### src/rtl/imem_arbiter_pkg.sv
// Shared definitions for the instruction-memory arbiter: FSM state encoding,
// response tag encoding and the default starvation limit.
package imem_arbiter_pkg;

  // Default number of back-to-back fetch grants allowed while a side
  // request is waiting.
  localparam int unsigned MAX_RUN_DEFAULT = 8;
  localparam int unsigned RUN_CNT_W       = 4;

  typedef enum logic [0:0] {
    ARB        = 1'b0,
    WR_RECOVER = 1'b1
  } arb_state_t;

  // Records which requester owns the read data returning next cycle.
  typedef enum logic [1:0] {
    TAG_NONE  = 2'd0,
    TAG_FETCH = 2'd1,
    TAG_SIDE  = 2'd2
  } resp_tag_t;

endpackage

### src/rtl/imem_rr_counter.sv
// Saturating starvation counter.
// Ports:
//   clk  - clock, rising edge
//   rst  - synchronous active-low reset (clears count)
//   inc  - increment request (ignored once saturated)
//   clr  - clear request (takes precedence over inc)
//   cnt  - current count
//   sat  - count has reached MAX
module imem_rr_counter
  import imem_arbiter_pkg::*;
#(
  parameter int unsigned MAX = MAX_RUN_DEFAULT
) (
  input  logic                 clk,
  input  logic                 rst,
  input  logic                 inc,
  input  logic                 clr,
  output logic [RUN_CNT_W-1:0] cnt,
  output logic                 sat
);

  localparam logic [RUN_CNT_W-1:0] MAX_CNT = RUN_CNT_W'(MAX);

  assign sat = (cnt == MAX_CNT);

  always_ff @(posedge clk) begin
    if (!rst) begin
      cnt <= '0;
    end else if (clr) begin
      cnt <= '0;
    end else if (inc && !sat) begin
      cnt <= cnt + 1'b1;
    end
  end

endmodule

### src/rtl/imem_arbiter.sv
// Instruction memory arbiter between the fetch stage and a side
// (loader/debug) port. Fetch normally has priority; a saturating run
// counter forces a side grant after MAX_RUN consecutive fetch grants
// while the side port is waiting. A side write is followed by one
// dead cycle (WR_RECOVER). Read data is routed back one cycle after
// the grant using a registered response tag.
// Ports:
//   clk, rst                      - clock, synchronous active-low reset
//   f_req, f_addr                 - fetch request / address
//   f_gnt, f_valid, f_data        - fetch grant, read response
//   s_req, s_we, s_addr, s_wdata  - side request
//   s_gnt, s_valid, s_rdata       - side grant, read response
//   m_en, m_we, m_addr, m_wdata   - memory command
//   m_rdata                       - memory read data (one cycle latency)
//   fetch_stall                   - registered: fetch was refused last cycle
module imem_arbiter
  import imem_arbiter_pkg::*;
#(
  parameter int unsigned MAX_RUN = MAX_RUN_DEFAULT
) (
  input  logic        clk,
  input  logic        rst,
  input  logic        f_req,
  input  logic [31:0] f_addr,
  output logic        f_gnt,
  output logic        f_valid,
  output logic [31:0] f_data,
  input  logic        s_req,
  input  logic        s_we,
  input  logic [31:0] s_addr,
  input  logic [31:0] s_wdata,
  output logic        s_gnt,
  output logic        s_valid,
  output logic [31:0] s_rdata,
  output logic        m_en,
  output logic        m_we,
  output logic [31:0] m_addr,
  output logic [31:0] m_wdata,
  input  logic [31:0] m_rdata,
  output logic        fetch_stall
);

  arb_state_t           state;
  resp_tag_t            tag;
  logic [RUN_CNT_W-1:0] run_cnt;
  logic                 run_sat;

  imem_rr_counter #(
    .MAX (MAX_RUN)
  ) u_run_cnt (
    .clk (clk),
    .rst (rst),
    .inc (f_gnt && s_req),
    .clr (s_gnt || !s_req),
    .cnt (run_cnt),
    .sat (run_sat)
  );

  // Grant decision. Nothing is granted while reset is asserted or during
  // the write-recovery cycle.
  always_comb begin
    f_gnt = 1'b0;
    s_gnt = 1'b0;
    if (rst && state == ARB) begin
      if (s_req && (!f_req || run_sat)) begin
        s_gnt = 1'b1;
      end else if (f_req) begin
        f_gnt = 1'b1;
      end
    end
  end

  always_comb begin
    m_en    = f_gnt || s_gnt;
    m_we    = s_gnt && s_we;
    m_addr  = '0;
    m_wdata = '0;
    if (f_gnt) begin
      m_addr = f_addr;
    end else if (s_gnt) begin
      m_addr  = s_addr;
      m_wdata = s_wdata;
    end
  end

  // Responses are also masked by rst so a read that is in flight when
  // reset is asserted never produces a valid pulse.
  always_comb begin
    f_valid = rst && (tag == TAG_FETCH);
    s_valid = rst && (tag == TAG_SIDE);
    f_data  = f_valid ? m_rdata : '0;
    s_rdata = s_valid ? m_rdata : '0;
  end

  always_ff @(posedge clk) begin
    if (!rst) begin
      state       <= ARB;
      tag         <= TAG_NONE;
      fetch_stall <= 1'b0;
    end else begin
      fetch_stall <= f_req && !f_gnt;

      if (f_gnt) begin
        tag <= TAG_FETCH;
      end else if (s_gnt && !s_we) begin
        tag <= TAG_SIDE;
      end else begin
        tag <= TAG_NONE;
      end

      unique case (state)
        ARB:        state <= (s_gnt && s_we) ? WR_RECOVER : ARB;
        WR_RECOVER: state <= ARB;
        default:    state <= ARB;
      endcase
    end
  end

endmodule

### config.mk
export PLATFORM = sky130hd
export DESIGN_NAME = imem_arbiter
export DESIGN_NICKNAME = d
export VERILOG_FILES = /design/src/rtl/imem_arbiter_pkg.sv /design/src/rtl/imem_rr_counter.sv /design/src/rtl/imem_arbiter.sv
export SDC_FILE = /design/constraint.sdc
export NUM_CORES = 1
export LEC_CHECK = 0
export CAP_MARGIN = 10
export CORE_AREA = 2 2 105 107
export DETAILED_ROUTE_END_ITERATION = 16
export DIE_AREA = 0 0 107 109
export PLACE_DENSITY = 0.62
export REMOVE_ABC_BUFFERS = 1
export SLEW_MARGIN = 0
export SYNTH_ARGS = -nofsm -noshare
export SYNTH_HDL_FRONTEND = slang
export SYNTH_HIERARCHICAL = 1
export SYNTH_SLANG_ARGS = --single-unit
### constraint.sdc
create_clock -name clk -period 6 [get_ports clk]
set_input_delay 0.6 -clock clk [delete_from_list [all_inputs] [get_ports clk]]
set_output_delay 0.6 -clock clk [all_outputs]
set_load 0.005 [all_outputs]
==> run metrics, run 1 <==
CP cell instances=clkdlybuf4s50_1 -> nor2b_4 -> and3_2 -> and2_1 -> clkdlybuf4s50_1; Tcrit/Tclk final=60.2%; Syn Area/Cell=between 7 and 8 um^2; Req. time, crit path=about 5.4 ns; Via density=a little under 4; Die H=roughly 110 um; Leak=about 1.6 nW; DP Area=~0.0041 mm^2; CTS Root Cell=clkbuf_8; most common cell in the netlist=and2_1; Max H-tree Level=1; Seq/Total Area, Yosys=11.3%; TNS Setup=0 ns; fin crit period=between 3 and 4 ns; First-pass DRT Iterations=4; row count=38; Layout Utilization=around two fifths; Max Fclk=approximately 0.28 GHz; Port Buffers=267; CTS Buffer Depth=2; # nets final=582; Critical Path Source Type=input pin; area grow syn2layout=196%; clk_skew=around 0.0015 ns; number of synthesized flops with an enable pin=0; Worst Max-Slew Pin Slew=~1.1 ns; Worst Path Max Fanout=70; initial antenna violation count=0; Worst path top cell family by delay=simple AND/OR/NAND/NOR gates; first-pass GRT wire length=approximately 13 mm; most used cell, CP=clkdlybuf4s50_1; First DRT Iteration DRCs=96; max-slew violations=0; Critical Path AT=between 3 and 4 ns; number of global-route vias before repair=between 2,000 and 2,500; status=complete, no violations; list of most frequent post-synthesis cells=99 x and2_1, 32 x a22o_1, 8 x dfxtp_1; DP HPWL=approximately 7.3 mm; Worst-Skew Late Latency=between 0.2 and 0.25 ns; Rel. slew slack=about 30%; io pins=approximately 270; Crit path largest cell delay=a little under 0.9 ns; Finished Cell Area=around 0.0042 mm^2; antenna viol nets, final=0; hold bufs inserted after CTS=0; CP max-delay cell=and3_2; Core Area=between 0.01 and 0.015 mm^2; Worst Path Buf+Inv=2; Setup WS post-layout=roughly 2.4 ns; Fill cells=~1,100; post-synth top area cell=and2_1; vias=2,324; Final setup viols=0; PostCTS Resize Cnt=0; DP Worst Slack=2.36 ns; synth top area cells=and2_1 44%, a22o_1 20%, dfxtp_1 11%, buf_6 4.0%, buf_4 2.7%; Unique masters post-synth=27; Post-Synthesis Cells=between 150 and 200; final wirelength=between 8 and 9 mm; ys flop type=dfxtp_1; critical path capture point type=primary output; CTS Buf Count=3; Die ar.=between 0.01 and 0.015 mm^2; largest net degree at the start of global routing=71; Worst-path clk slew=0.04 ns; RSZ-0062 raised after global routing=false; RePlAce Congestion=between 0.8 and 0.9; Max-Cap Viols=0; Tot GR Track Use=between 10% and 20%; postcts setup bufs=0; async set-reset flop share out of synthesis=0%; final hold vios=0; Synth Register Bits=8; YS warnings=6; Mapped Area=roughly 0.0014 mm^2; worst vdd ir=~0.055 mV; number of clock sinks=8; n_diodes=0; share of cells above drive strength 1=roughly 2.2%; critical path class=input pin to primary output; post-route DRC violation count=0; Hold WS=around 0.5 ns; Yosys top cell area share=43.8%; die width=107 um; initial core utilization=13.3%; TritonCTS clock tree=done; DR WL/cell=between 15 and 20 um; total grt overflow=0; Hold Path Class=flop to flop; power density cells=approximately 75 mW/mm^2
## worst paths after layout
| check | cells past startpoint | from | slack (ns) | endpoint |
|---|---|---|---|---|
| worst max-delay path | 5 | rst | 2.39 | m_wdata[20] |
| worst max register to register | 9 | u_run_cnt/cnt[0] | 3.67 | u_run_cnt/cnt[1] |
| worst min-delay path | 2 | u_run_cnt/cnt[2] | 0.50 | u_run_cnt/cnt[2] |
| worst min register to register | 2 | u_run_cnt/cnt[2] | 0.50 | u_run_cnt/cnt[2] |
## state kept, by name, indices dropped and copies added, names as in the netlist
name           cells
fetch_stall        1
state              1
tag                2
u_run_cnt/cnt      4
## kinds of logic after synthesis
group                      count (synthesis)  share of synthesized area [%]
and+or+nand+nor                          122                           54.4
DFF                                        8                           11.3
xor gates and xnor gates                   1                          0.619
adders and majority gates                  2                           1.77
buffers and inverters                     22                           10.1
AOI/OAI and AO/OA                         37                           21.8
## worst reg2reg max path, delay by kind of cell (launching register included)
kind,cells,cell delay [ns]
simple gates,5,1.47
flops,1,0.33
fa+ha+maj,1,0.19
buf+inv,2,0.16
compound gates,1,0.07
## routing by layer
layer	global-route usage, %	share of wire [%]	vias up	routed length, um
met5	0	0	-	0
met4	1.95	0.57	0	51
met3	5.20	12	5	1110
met2	23.7	47	163	4150
met1	16.8	40	1009	3570
li1	-	-	1147	-
## cell usage in the layout, fill, tap and decap left out, types with 2 or more instances in the layout
cell type | synthesis | final
clkdlybuf4s50_1 | 0 | 267
and2_1 | 99 | 99
a22o_1 | 32 | 32
dfxtp_1 | 8 | 8
nand2_1 | 5 | 5
nand2b_1 | 3 | 3
nor2_1 | 3 | 3
clkbuf_8 | 0 | 3
inv_1 | 3 | 3
nand3_1 | 2 | 2
o21ai_0 | 2 | 2
a21oi_1 | 2 | 2
ha_1 | 2 | 2
## metrics by stage
stage                     cells  power [W]
after floorplan             174  0.0000951
after global placement      582   0.000248
after detailed placement    582   0.000248
after CTS                   585   0.000317
after global routing        585   0.000331
final                       585   0.000313
## power by group
group	switching, W	total (W)	internal, W
logic	0.0000520	0.000192	0.000140
clock network	0.0000225	0.0000661	0.0000436
registers	0.000000628	0.0000553	0.0000547
## cell type report
cell class,instances,area (um^2),share of cell area [%]
Timing Repair Buffer,268,2680,64.0
Multi-Input combinational cell,162,1110,26.6
Tap cell,140,175,4.19
Sequential cell,8,160,3.83
Clock buffer,3,41.3,0.987
Inverter,4,15.0,0.359
No activity file was read; power rests on OpenSTA's default activity.
==> inputs of run 2 (changes only) <==
--- a/config.mk
+++ b/config.mk
@@ -6,10 +6,10 @@
 export NUM_CORES = 1
 export LEC_CHECK = 0
 export CAP_MARGIN = 10
-export CORE_AREA = 2 2 105 107
+export CORE_AREA = 2 2 104 106
 export DETAILED_ROUTE_END_ITERATION = 16
-export DIE_AREA = 0 0 107 109
-export PLACE_DENSITY = 0.62
+export DIE_AREA = 0 0 106 108
+export PLACE_DENSITY = 0.63
 export REMOVE_ABC_BUFFERS = 1
 export SLEW_MARGIN = 0
 export SYNTH_ARGS = -nofsm -noshare
==> constraint.sdc (replaced) <==
create_clock -name clk -period 3.6 [get_ports clk]
set_input_delay 0.36 -clock clk [delete_from_list [all_inputs] [get_ports clk]]
set_output_delay 0.36 -clock clk [all_outputs]
set_load 0.005 [all_outputs]
==> run 2 against run 1 <==
Effect of this change:
- global-route usage up 0.51 points
- design area up 0.54%
- combinational power up 68%
- flip-flop and latch count unchanged
- clock power up 62%
- critical endpoint is now m_wdata[4]
- largest cell class unchanged
==> run metrics, run 2 (synthesis results as in run 1) <==
Worst Max-Slew Pin Slew=0.434 ns (was 1.05 ns); share of cells above drive strength 1=2.68% (was 2.25%); sequential fraction of design power=17.7% (about the same); critical path capture point type=primary output (unchanged); fin cells=583 (was 585); final hold vios=0 (unchanged); Critical Path AT=2.54 ns (was 3.01 ns); Worst Path Max Fanout=45 (was 70); Die ar.=0.0114 mm^2 (was 0.0117 mm^2); Max H-tree Level=1 (unchanged); Max Fclk=0.344 GHz; first-pass GRT wire length=13.0 mm (was 12.7 mm); CTS Root Cell=clkbuf_8 (unchanged); clk_skew=0.00484 ns (was 0.00149 ns); Via density=4.05 (was 3.97); TritonCTS clock tree=done (unchanged); Comb power frac=61.8% (was 61.2%); Port Buffers=267 (unchanged); commonest non-fill, non-tap cell in the layout=clkdlybuf4s50_1 (unchanged); fin crit period=2.90 ns; First-pass DRT Iterations=4 (unchanged); PostCTS Resize Cnt=0 (unchanged); Placed Cells=580 (was 582); Setup WS post-layout=0.697 ns (was 2.39 ns); number of clock sinks=8 (unchanged); Worst-path clk slew=0.04 ns (about the same); Reg with most FFs=u_run_cnt/cnt (unchanged); Die H=108 um (was 109 um); CTS Buffer Depth=2 (unchanged); Core Area=0.0102 mm^2 (was 0.0106 mm^2); io pins=268 (unchanged); Worst-Skew Late Latency=0.23 ns (about the same); TNS Setup=0 ns (unchanged); Finished Cell Area=0.00421 mm^2 (was 0.00419 mm^2); Critical Path Source Type=flop (was input pin); CTS Buf Count=3 (unchanged); area grow syn2layout=197% (was 196%); antenna viol nets, final=0 (unchanged); Largest register FFs=4 (unchanged); largest net degree at the start of global routing=46 (was 71); Leak=1.59 nW (was 1.58 nW); postcts setup bufs=0 (unchanged); RSZ-0062 raised after global routing=false (unchanged); Rel. slew slack=71.0% (was 29.8%); hold bufs inserted after CTS=0 (unchanged); Clk pwr share=20.5% (was 21.1%); Req. time, crit path=3.24 ns (was 5.40 ns); Hold WS=0.511 ns (was 0.499 ns); switch share=23.8% (was 24.0%); DP Area=0.00417 mm^2 (was 0.00414 mm^2); largest registers=u_run_cnt/cnt: 4 flops, tag: 2 flops (unchanged); most frequent cells in the layout=267 x clkdlybuf4s50_1, 99 x and2_1, 32 x a22o_1, 8 x dfxtp_1, 5 x nand2_1 (unchanged); worst vdd ir=0.0733 mV (was 0.0547 mV); First DRT Iteration DRCs=98 (was 96); status=complete, no violations (unchanged); die width=106 um (was 107 um); sw power=0.000124 W (was 0.0000752 W); Final setup viols=0 (unchanged); DR WL/cell=15.6 um (was 15.2 um); internal power=0.000398 W (was 0.000238 W); Max-Cap Viols=0 (unchanged); initial core utilization=13.8% (was 13.3%); # nets final=584 (was 582); number of global-route vias before repair=2,311 (was 2,325); DP HPWL=7.52 mm (was 7.28 mm); power density cells=124 mW/mm^2 (was 74.8 mW/mm^2); n_diodes=0 (unchanged); Tcrit/Tclk final=between 80% and 90%; row count=37 (was 38); DP Worst Slack=0.724 ns (was 2.36 ns); Hold Path Class=flop to flop (unchanged); vias=2,361 (was 2,324); Tot GR Track Use=14.3% (was 13.8%); initial antenna violation count=0 (unchanged); critical path class=flop to primary output (was input pin to primary output); RePlAce Congestion=0.803 (was 0.820); final wirelength=9.08 mm (was 8.88 mm); total grt overflow=0 (unchanged); max-slew violations=0 (unchanged); post-route DRC violation count=0 (unchanged)
-- run 2: cell count changes in the layout (fill, tap and decap cells not counted) --
| cell | before | now |
|---|---|---|
| buf_4 | 1 | 2 |
| buf_12 | 0 | 1 |
-- run 2: routing by layer --
layer / wire [um] / vias to the layer above / share of wire [%] / GRT usage [%]
met5: 0 / - / 0 / 0
met4: 61 / 0 / 0.67 / 2.26
met3: 1080 / 6 / 12 / 4.94
met2: 4440 / 172 / 49 / 25.2
met1: 3490 / 1030 / 38 / 17.1
li1: - / 1153 / - / -
-- run 2: metrics by stage --
stage               utilization, %  power (W)
finish                        41.1   0.000522
global route                  41.1   0.000552
CTS                           41.1   0.000527
detailed placement            40.7   0.000416
global placement              40.7   0.000418
floorplan                        -   0.000158
-- run 2: critical path, stage by stage, from the launching register on --
cell	delay [ns]
dfxtp_1	0.33
inv_1	0.08
ha_1	0.19
nand3b_4	0.09
inv_2	0.09
nand2b_1	0.10
and3_2	0.47
buf_12	0.25
and2_1	0.16
clkdlybuf4s50_1	0.53
-- run 2: final timing paths --
check,cells after the start,slack (ns),from,end
setup / recovery,9,0.70,u_run_cnt/cnt[0],m_wdata[4]
hold / removal,2,0.51,u_run_cnt/cnt[2],u_run_cnt/cnt[2]
setup reg to reg,10,1.41,u_run_cnt/cnt[0],u_run_cnt/cnt[2]
hold reg to reg,2,0.51,u_run_cnt/cnt[2],u_run_cnt/cnt[2]
-- run 2: layout make-up --
| cell class | instances | area (um^2) |
|---|---|---|
| repair buffers | 270 | 2710 |
| multi-input cells | 162 | 1110 |
| fillers | 1031 | 6020 |
| well taps | 136 | 170 |
| flip-flops and latches | 8 | 160 |
| inverters | 4 | 15.0 |
| clock buffers | 3 | 41.3 |
-- run 2: power by group through the flow --
stage               registers, W  clock network, W   logic, W
detailed placement     0.0000937                 0   0.000322
global placement       0.0000935                 0   0.000325
CTS                    0.0000923          0.000108   0.000326
floorplan              0.0000935                 0  0.0000649
finish                 0.0000922          0.000107   0.000323
global route           0.0000923          0.000115   0.000344
